**src/rtl/reg_dump_pkg.sv**
```systemverilog
// Shared types and sizing for the register-file dump unit.
package reg_dump_pkg;
    localparam int REG_COUNT = 32;
    localparam int ADDR_W    = 5;
    localparam int N         = 32;

    typedef enum logic [1:0] {
        IDLE = 2'd0,
        READ = 2'd1,
        SEND = 2'd2,
        DONE = 2'd3
    } state_t;
endpackage

```
**src/rtl/reg_file_dump_unit_if.sv**
```systemverilog
// Control, register-file read port and dump stream of reg_file_dump_unit.
// Checksum_o exists only when REG_DUMP_CHECKSUM_EN is defined.
interface reg_file_dump_unit_if #(
    parameter int N      = 32,
    parameter int ADDR_W = 5
);
    logic                 Start_i;
    logic [ADDR_W-1:0]    First_Reg_i;
    logic [ADDR_W-1:0]    Last_Reg_i;
    logic [ADDR_W-1:0]    Read_Register_o;
    logic [N-1:0]         Read_Data_i;
    // Dump stream: a word moves on the clock edge where Dump_Valid_o and
    // Dump_Ready_i are both high; once raised, Valid stays high and
    // Index/Data stay stable until that edge.
    logic                 Dump_Valid_o;
    logic                 Dump_Ready_i;
    logic [ADDR_W-1:0]    Dump_Index_o;
    logic [N-1:0]         Dump_Data_o;
    logic                 Busy_o;
    logic                 Done_o;
    reg_dump_pkg::state_t dbg_state;
`ifdef REG_DUMP_CHECKSUM_EN
    logic [N-1:0]         Checksum_o;
`endif

    modport slave (
        input  Start_i, First_Reg_i, Last_Reg_i, Read_Data_i, Dump_Ready_i,
        output Read_Register_o, Dump_Valid_o, Dump_Index_o, Dump_Data_o,
`ifdef REG_DUMP_CHECKSUM_EN
        output Checksum_o,
`endif
        output Busy_o, Done_o, dbg_state
    );

    modport master (
        output Start_i, First_Reg_i, Last_Reg_i, Read_Data_i, Dump_Ready_i,
        input  Read_Register_o, Dump_Valid_o, Dump_Index_o, Dump_Data_o,
`ifdef REG_DUMP_CHECKSUM_EN
        input  Checksum_o,
`endif
        input  Busy_o, Done_o, dbg_state
    );
endinterface

```
**src/rtl/reg_dump_index_counter.sv**
```systemverilog
// Register index walker: loads first/last, increments modulo 2^ADDR_W,
// and flags when the current index equals the latched last index.
module reg_dump_index_counter #(
    parameter int ADDR_W = 5
) (
    input  logic              clk,
    input  logic              reset,
    input  logic              load,
    input  logic              inc,
    input  logic [ADDR_W-1:0] first,
    input  logic [ADDR_W-1:0] last,
    output logic [ADDR_W-1:0] cur,
    output logic              is_last
);
    logic [ADDR_W-1:0] cur_q;
    logic [ADDR_W-1:0] last_q;

    // Natural overflow of the index gives the 31 -> 0 wrap for ranges with first > last.
    always_ff @(posedge clk or negedge reset) begin
        if (!reset) begin
            cur_q  <= '0;
            last_q <= '0;
        end else if (load) begin
            cur_q  <= first;
            last_q <= last;
        end else if (inc) begin
            cur_q  <= cur_q + ADDR_W'(1);
        end
    end

    assign cur     = cur_q;
    assign is_last = (cur_q == last_q);
endmodule

```
**src/rtl/reg_file_dump_unit.sv**
```systemverilog
// Debug reader: walks a register index range and streams (index, word) pairs.
// Define REG_DUMP_CHECKSUM_EN to add a running Checksum_o over the sent words.
module reg_file_dump_unit
    import reg_dump_pkg::*;
#(
    parameter int N         = reg_dump_pkg::N,
    parameter int ADDR_W    = reg_dump_pkg::ADDR_W,
    parameter bit SKIP_ZERO = 1'b0
) (
    input  logic                 clk,
    input  logic                 reset,
    reg_file_dump_unit_if.slave  bus
);
    state_t            state;
    state_t            state_nxt;
    logic [ADDR_W-1:0] cur;
    logic              is_last;
    logic              load;
    logic              inc;
    logic              skip_cur;
    logic [N-1:0]      data_q;
    logic [ADDR_W-1:0] index_q;

    assign skip_cur = SKIP_ZERO && (cur == '0);

    reg_dump_index_counter #(.ADDR_W(ADDR_W)) u_index (
        .clk     (clk),
        .reset   (reset),
        .load    (load),
        .inc     (inc),
        .first   (bus.First_Reg_i),
        .last    (bus.Last_Reg_i),
        .cur     (cur),
        .is_last (is_last)
    );

    always_ff @(posedge clk or negedge reset) begin
        if (!reset) state <= IDLE;
        else        state <= state_nxt;
    end

    always_comb begin
        state_nxt = state;
        case (state)
            IDLE: if (bus.Start_i) state_nxt = READ;
            // x0 with SKIP_ZERO spends one READ cycle only to advance the index.
            READ: begin
                if (skip_cur) state_nxt = is_last ? DONE : READ;
                else          state_nxt = SEND;
            end
            SEND: if (bus.Dump_Ready_i) state_nxt = is_last ? DONE : READ;
            DONE: state_nxt = IDLE;
            default: state_nxt = IDLE;
        endcase
    end

    always_comb begin
        load                = 1'b0;
        inc                 = 1'b0;
        bus.Read_Register_o = '0;
        bus.Dump_Valid_o    = 1'b0;
        bus.Done_o          = 1'b0;
        bus.Busy_o          = (state != IDLE);
        case (state)
            IDLE: load = bus.Start_i;
            READ: begin
                bus.Read_Register_o = cur;
                inc                 = skip_cur && !is_last;
            end
            SEND: begin
                bus.Dump_Valid_o = 1'b1;
                inc              = bus.Dump_Ready_i && !is_last;
            end
            DONE: bus.Done_o = 1'b1;
            default: ;
        endcase
    end

    // Read data is sampled at the READ edge, so a same-cycle write is not seen.
    always_ff @(posedge clk or negedge reset) begin
        if (!reset) begin
            data_q  <= '0;
            index_q <= '0;
        end else if (state == READ && !skip_cur) begin
            data_q  <= bus.Read_Data_i;
            index_q <= cur;
        end
    end

    assign bus.Dump_Data_o  = data_q;
    assign bus.Dump_Index_o = index_q;
    assign bus.dbg_state    = state;

`ifdef REG_DUMP_CHECKSUM_EN
    logic [N-1:0] checksum_q;

    always_ff @(posedge clk or negedge reset) begin
        if (!reset) begin
            checksum_q <= '0;
        end else if (load) begin
            checksum_q <= '0;
        end else if (state == SEND && bus.Dump_Ready_i) begin
            checksum_q <= checksum_q + data_q;
        end
    end

    assign bus.Checksum_o = checksum_q;
`endif
endmodule

```
**src/flat_wrapper.sv**
```systemverilog
// flat-port wrapper written by rule: the top's interface ports become plain ports
module reg_file_dump_unit_flat import reg_dump_pkg::*;
#(
    parameter int N         = reg_dump_pkg::N,
    parameter int ADDR_W    = reg_dump_pkg::ADDR_W,
    parameter bit SKIP_ZERO = 1'b0
)
  (clk, reset, bus_Start_i, bus_First_Reg_i, bus_Last_Reg_i, bus_Read_Data_i, bus_Dump_Ready_i, bus_Read_Register_o, bus_Dump_Valid_o, bus_Dump_Index_o, bus_Dump_Data_o, bus_Busy_o, bus_Done_o, bus_dbg_state);
  reg_file_dump_unit_if #(.N(N), .ADDR_W(ADDR_W)) bus_i ();
  input  logic clk;
  input  logic reset;
  input wire logic [$bits(bus_i.Start_i)-1:0] bus_Start_i;
  input wire logic [$bits(bus_i.First_Reg_i)-1:0] bus_First_Reg_i;
  input wire logic [$bits(bus_i.Last_Reg_i)-1:0] bus_Last_Reg_i;
  input wire logic [$bits(bus_i.Read_Data_i)-1:0] bus_Read_Data_i;
  input wire logic [$bits(bus_i.Dump_Ready_i)-1:0] bus_Dump_Ready_i;
  output wire logic [$bits(bus_i.Read_Register_o)-1:0] bus_Read_Register_o;
  output wire logic [$bits(bus_i.Dump_Valid_o)-1:0] bus_Dump_Valid_o;
  output wire logic [$bits(bus_i.Dump_Index_o)-1:0] bus_Dump_Index_o;
  output wire logic [$bits(bus_i.Dump_Data_o)-1:0] bus_Dump_Data_o;
  output wire logic [$bits(bus_i.Busy_o)-1:0] bus_Busy_o;
  output wire logic [$bits(bus_i.Done_o)-1:0] bus_Done_o;
  output wire logic [$bits(bus_i.dbg_state)-1:0] bus_dbg_state;
  assign bus_i.Start_i = bus_Start_i;
  assign bus_i.First_Reg_i = bus_First_Reg_i;
  assign bus_i.Last_Reg_i = bus_Last_Reg_i;
  assign bus_i.Read_Data_i = bus_Read_Data_i;
  assign bus_i.Dump_Ready_i = bus_Dump_Ready_i;
  assign bus_Read_Register_o = bus_i.Read_Register_o;
  assign bus_Dump_Valid_o = bus_i.Dump_Valid_o;
  assign bus_Dump_Index_o = bus_i.Dump_Index_o;
  assign bus_Dump_Data_o = bus_i.Dump_Data_o;
  assign bus_Busy_o = bus_i.Busy_o;
  assign bus_Done_o = bus_i.Done_o;
  assign bus_dbg_state = bus_i.dbg_state;
  reg_file_dump_unit #(.N(N), .ADDR_W(ADDR_W), .SKIP_ZERO(SKIP_ZERO)) u_core (.clk(clk), .reset(reset), .bus(bus_i));
endmodule
```
**config.mk**
```make
export PLATFORM = sky130hd
export DESIGN_NAME = reg_file_dump_unit_flat
export DESIGN_NICKNAME = d
export VERILOG_FILES = /design/src/rtl/reg_dump_pkg.sv /design/src/rtl/reg_file_dump_unit_if.sv /design/src/rtl/reg_dump_index_counter.sv /design/src/rtl/reg_file_dump_unit.sv /design/src/flat_wrapper.sv
export SDC_FILE = /design/constraint.sdc
export NUM_CORES = 1
export LEC_CHECK = 0
export BUFFER_PORTS_ARGS = -buffer_cell sky130_fd_sc_hd__buf_2
export CELL_PAD_IN_SITES_DETAIL_PLACEMENT = 1
export CELL_PAD_IN_SITES_GLOBAL_PLACEMENT = 2
export CORE_ASPECT_RATIO = 0.8
export CORE_MARGIN = 4
export CORE_UTILIZATION = 26
export CTS_CLUSTER_SIZE = 8
export DETAILED_ROUTE_END_ITERATION = 10
export PLACE_DENSITY = 0.79
export SYNTH_ARGS = -nofsm -noshare
export SYNTH_HDL_FRONTEND = slang
export SYNTH_SLANG_ARGS = --single-unit
```
**constraint.sdc**
```tcl
create_clock -name clk -period 1.9 [get_ports clk]
set_input_delay 0.19 -clock clk [delete_from_list [all_inputs] [get_ports clk]]
set_output_delay 0.19 -clock clk [all_outputs]
set_load 0.05 [all_outputs]
```
==> impl_metrics.csv <==
group,metric,value,unit
grt,antenna_found_initial,0,
worst_setup_path,end_kind,"register",
cts,cts_root_buf,"clkbuf_8",
grt,grt.total_usage,12.5,%
timing,fmax,581,MHz
worst_setup_path,worstSetupPathType,"reg2reg",
timing,hold_viol,0,
worst_setup_path,crit_fanout,8,
timing,whs,0.0783,ns
detailed_routing,vias,1821,
timing,finalClockSkew,0.0104,ns
cts,cts_made_buffers,5,
finish,num-nets-final,369,
cts,clkSlewWorstSetupHoldPaths,0.09,ns
detailed_routing,dr.pass1.iters,4,
placed_design,place_area,2710,µm²
grt,first_global_vias,1821,
timing,min_period,1.72,ns
logic_synthesis,synth_fp_nets,274,
logic_synthesis,synth_top_family_by_area,"simple AND/OR/NAND/NOR gates",
logic_synthesis,ys_types,33,
timing,rsz0062_at_grt,"false",
finish,nFillCells,978,
logic_synthesis,ys_seq_area_share,58.4,%
logic_synthesis,syn_inst,227,
floorplan,die-area,9590,µm²
logic_synthesis,synth_compound_area_share,7.45,%
timing,finalSetupViolCount,0,
worst_setup_path,startpoint_type,"register",
worst_setup_path,max_stage_delay,0.45,ns
worst_setup_path,cp.arrival,1.91,ns
logic_synthesis,syn_area,2100,µm²
grt,grt_pass1_wl,9.29,mm
logic_synthesis,yosysWarnings,0,
logic_synthesis,ys_ff_latch,49,
placed_design,post-place-ws,0.188,ns
worst_setup_path,cp_slowest_cell,"dfrtp_2",
logic_synthesis,synth-xor-area-share,2.09,%
detailed_routing,wl_per_cell,13.6,µm
logic_synthesis,synthSimpleGateAreaFrac,26.9,%
worst_setup_path,crit_chain,"or3b_1, and2_4, a21oi_4, mux2_2",
job,maxCapViolCount,0,
timing,worstMarginPinSlew,0.567,ns
floorplan,die_height,88.4,µm
timing,fin_crit_sh,90.6,%
finish,antenna_cells,0,
cts,clkLatencyLatePin,0.29,ns
detailed_routing,viasPerCell,4.23,
grt,overflow,0,
placed_design,place_congestion,0.799,
finish,drive_gt1_share,35.9,%
floorplan,core-area,7910,µm²
cts,cts_tree,"yes",
logic_synthesis,avgSynthCellArea,9.25,µm²
cts,clockBufferDepth,2,
placed_design,dp.final_hpwl,4.41,mm
timing,setup_tns,0,ns
floorplan,fp.dieW,108,µm
cts,h-tree-depth,2,
grt,grt_start_max_net_pins,31,
floorplan,rows,29,
detailed_routing,drt_wl_total,5.87,mm
timing,report.final.slew_viol_count,0,
detailed_routing,drt_iter0_drc,56,
detailed_routing,drt_drc_violations_left,0,
finish,fin_area,2820,µm²
timing,worst_slack,0.179,ns
status,outcome,"completed",
timing,slew_headroom,62.2,%
min_path,min_path_type,"in2reg",
floorplan,start_util,26.5,%
logic_synthesis,synthAdderAreaFrac,0.596,%
placed_design,io_buffers,92,
detailed_routing,detail-route-antenna-nets,0,
cts,clock_sink_count,49,
logic_synthesis,synth.area.mux_share,1.55,%
floorplan,io_pins,93,
worst_setup_path,required,2.09,ns
finish,area_delta_synth_final,34.1,%
-- through the flow --
stage,std cells,utilization (%)
final,431,35.6
after global routing,431,35.6
after CTS,431,35.6
after detailed placement,422,34.3
after global placement,422,34.3
after floorplan,227,-
-- state kept, by name, indices dropped and copies added (netlist names) --
register                 flops
u_core.u_index.last_q        5
u_core.bus.Dump_Data_o      32
u_core.bus.dbg_state         2
u_core.u_index.cur           5
u_core.bus.Dump_Index_o      5
-- layer usage --
metal	global-route usage [%]	wire length [µm]
met1	17.4	2880
met2	19.1	2510
met3	4.01	461
met4	2.75	23
met5	0	0
-- final timing paths --
| path | start | endpoint | slack (ns) | cells after the start |
|---|---|---|---|---|
| hold / removal | bus_Last_Reg_i[3] | u_core.u_index.last_q[3] | 0.08 | 3 |
| max in group asynchronous | reset | u_core.bus.Dump_Index_o[1] | 0.93 | 3 |
| hold reg to reg | u_core.bus.Dump_Data_o[25] | u_core.bus.Dump_Data_o[25] | 0.48 | 2 |
| min in group asynchronous | reset | u_core.u_index.last_q[4] | 0.42 | 2 |
| setup reg to reg | u_core.bus.dbg_state[1] | u_core.u_index.cur[1] | 0.18 | 4 |
| setup / recovery | u_core.bus.dbg_state[1] | u_core.u_index.cur[1] | 0.18 | 4 |
-- worst max-delay path, delay by kind of cell, from the launching register on --
family / cells / cell delay, ns
mux: 1 / 0.35
simple gates: 2 / 0.62
compound gates: 1 / 0.20
flops: 1 / 0.45
-- synth_stat cells --
library cell	count	area, µm²
mux2i_1	1	10.0
nor2_1	4	15.0
and2b_1	1	7.51
mux2_2	1	11.3
or4_1	1	7.51
inv_1	5	18.8
nand4_1	1	6.26
a311o_1	1	10.0
clkbuf_1	9	33.8
mux2_1	1	11.3
a22oi_2	2	25.0
xnor2_1	5	43.8
nor2b_1	2	12.5
or3b_1	1	8.76
and4_1	1	8.76
a21o_1	5	37.5
o311ai_1	1	8.76
dfrtp_1	49	1230
and2_1	3	18.8
buf_2	2	10.0
or3b_2	2	17.5
ha_1	1	12.5
or2_2	1	6.26
nand3_1	3	15.0
nand2_1	112	420
a221o_1	2	20.0
o21ai_0	3	15.0
and2_4	1	8.76
a21oi_4	1	16.3
nand2b_1	1	6.26
o221ai_1	1	8.76
or2_0	1	6.26
a22oi_1	2	15.0
-- placed cells by master (no fill, tap or decap), types with 2 or more instances in the layout --
cell | netlist | layout
a21o_1 | 5 | 5
a221o_1 | 2 | 2
a22oi_1 | 2 | 2
a22oi_2 | 2 | 2
and2_1 | 3 | 3
buf_2 | 2 | 92
buf_4 | 0 | 5
clkbuf_1 | 9 | 2
clkbuf_8 | 0 | 6
dfrtp_1 | 49 | 47
dfrtp_2 | 0 | 2
inv_1 | 5 | 5
nand2_1 | 112 | 112
nand3_1 | 3 | 3
nor2_1 | 4 | 3
nor2b_1 | 2 | 2
o21ai_0 | 3 | 3
or3b_2 | 2 | 2
xnor2_1 | 5 | 5
-- layout make-up --
| cell class | count | area, µm² | area share (%) |
|---|---|---|---|
| Inverter | 5 | 18.8 | 0.666 |
| Sequential cell | 49 | 1230 | 43.6 |
| Multi-Input combinational cell | 162 | 816 | 29.0 |
| Tap cell | 108 | 135 | 4.80 |
| Clock buffer | 8 | 90.1 | 3.20 |
| Timing Repair Buffer | 99 | 528 | 18.7 |
-- logic make-up after synthesis --
logic type | after synthesis
compound gates | 18
xor+xnor | 5
fa+ha+maj | 1
buf+inv | 16
flops | 49
mux | 3
simple gates | 135
-- repair_timing --
action                     4_1_cts  5_1_grt
buffers inserted                 0        0
cloned                           0        0
gates resized for setup          1        1
hold buffers                     1        0
hold endpoints to repair        22        0
setup endpoints to repair        1        3
Power is left out: the tool's default activity adds up to more than one toggle a clock period on the data nets, which glitch-free logic cannot reach.
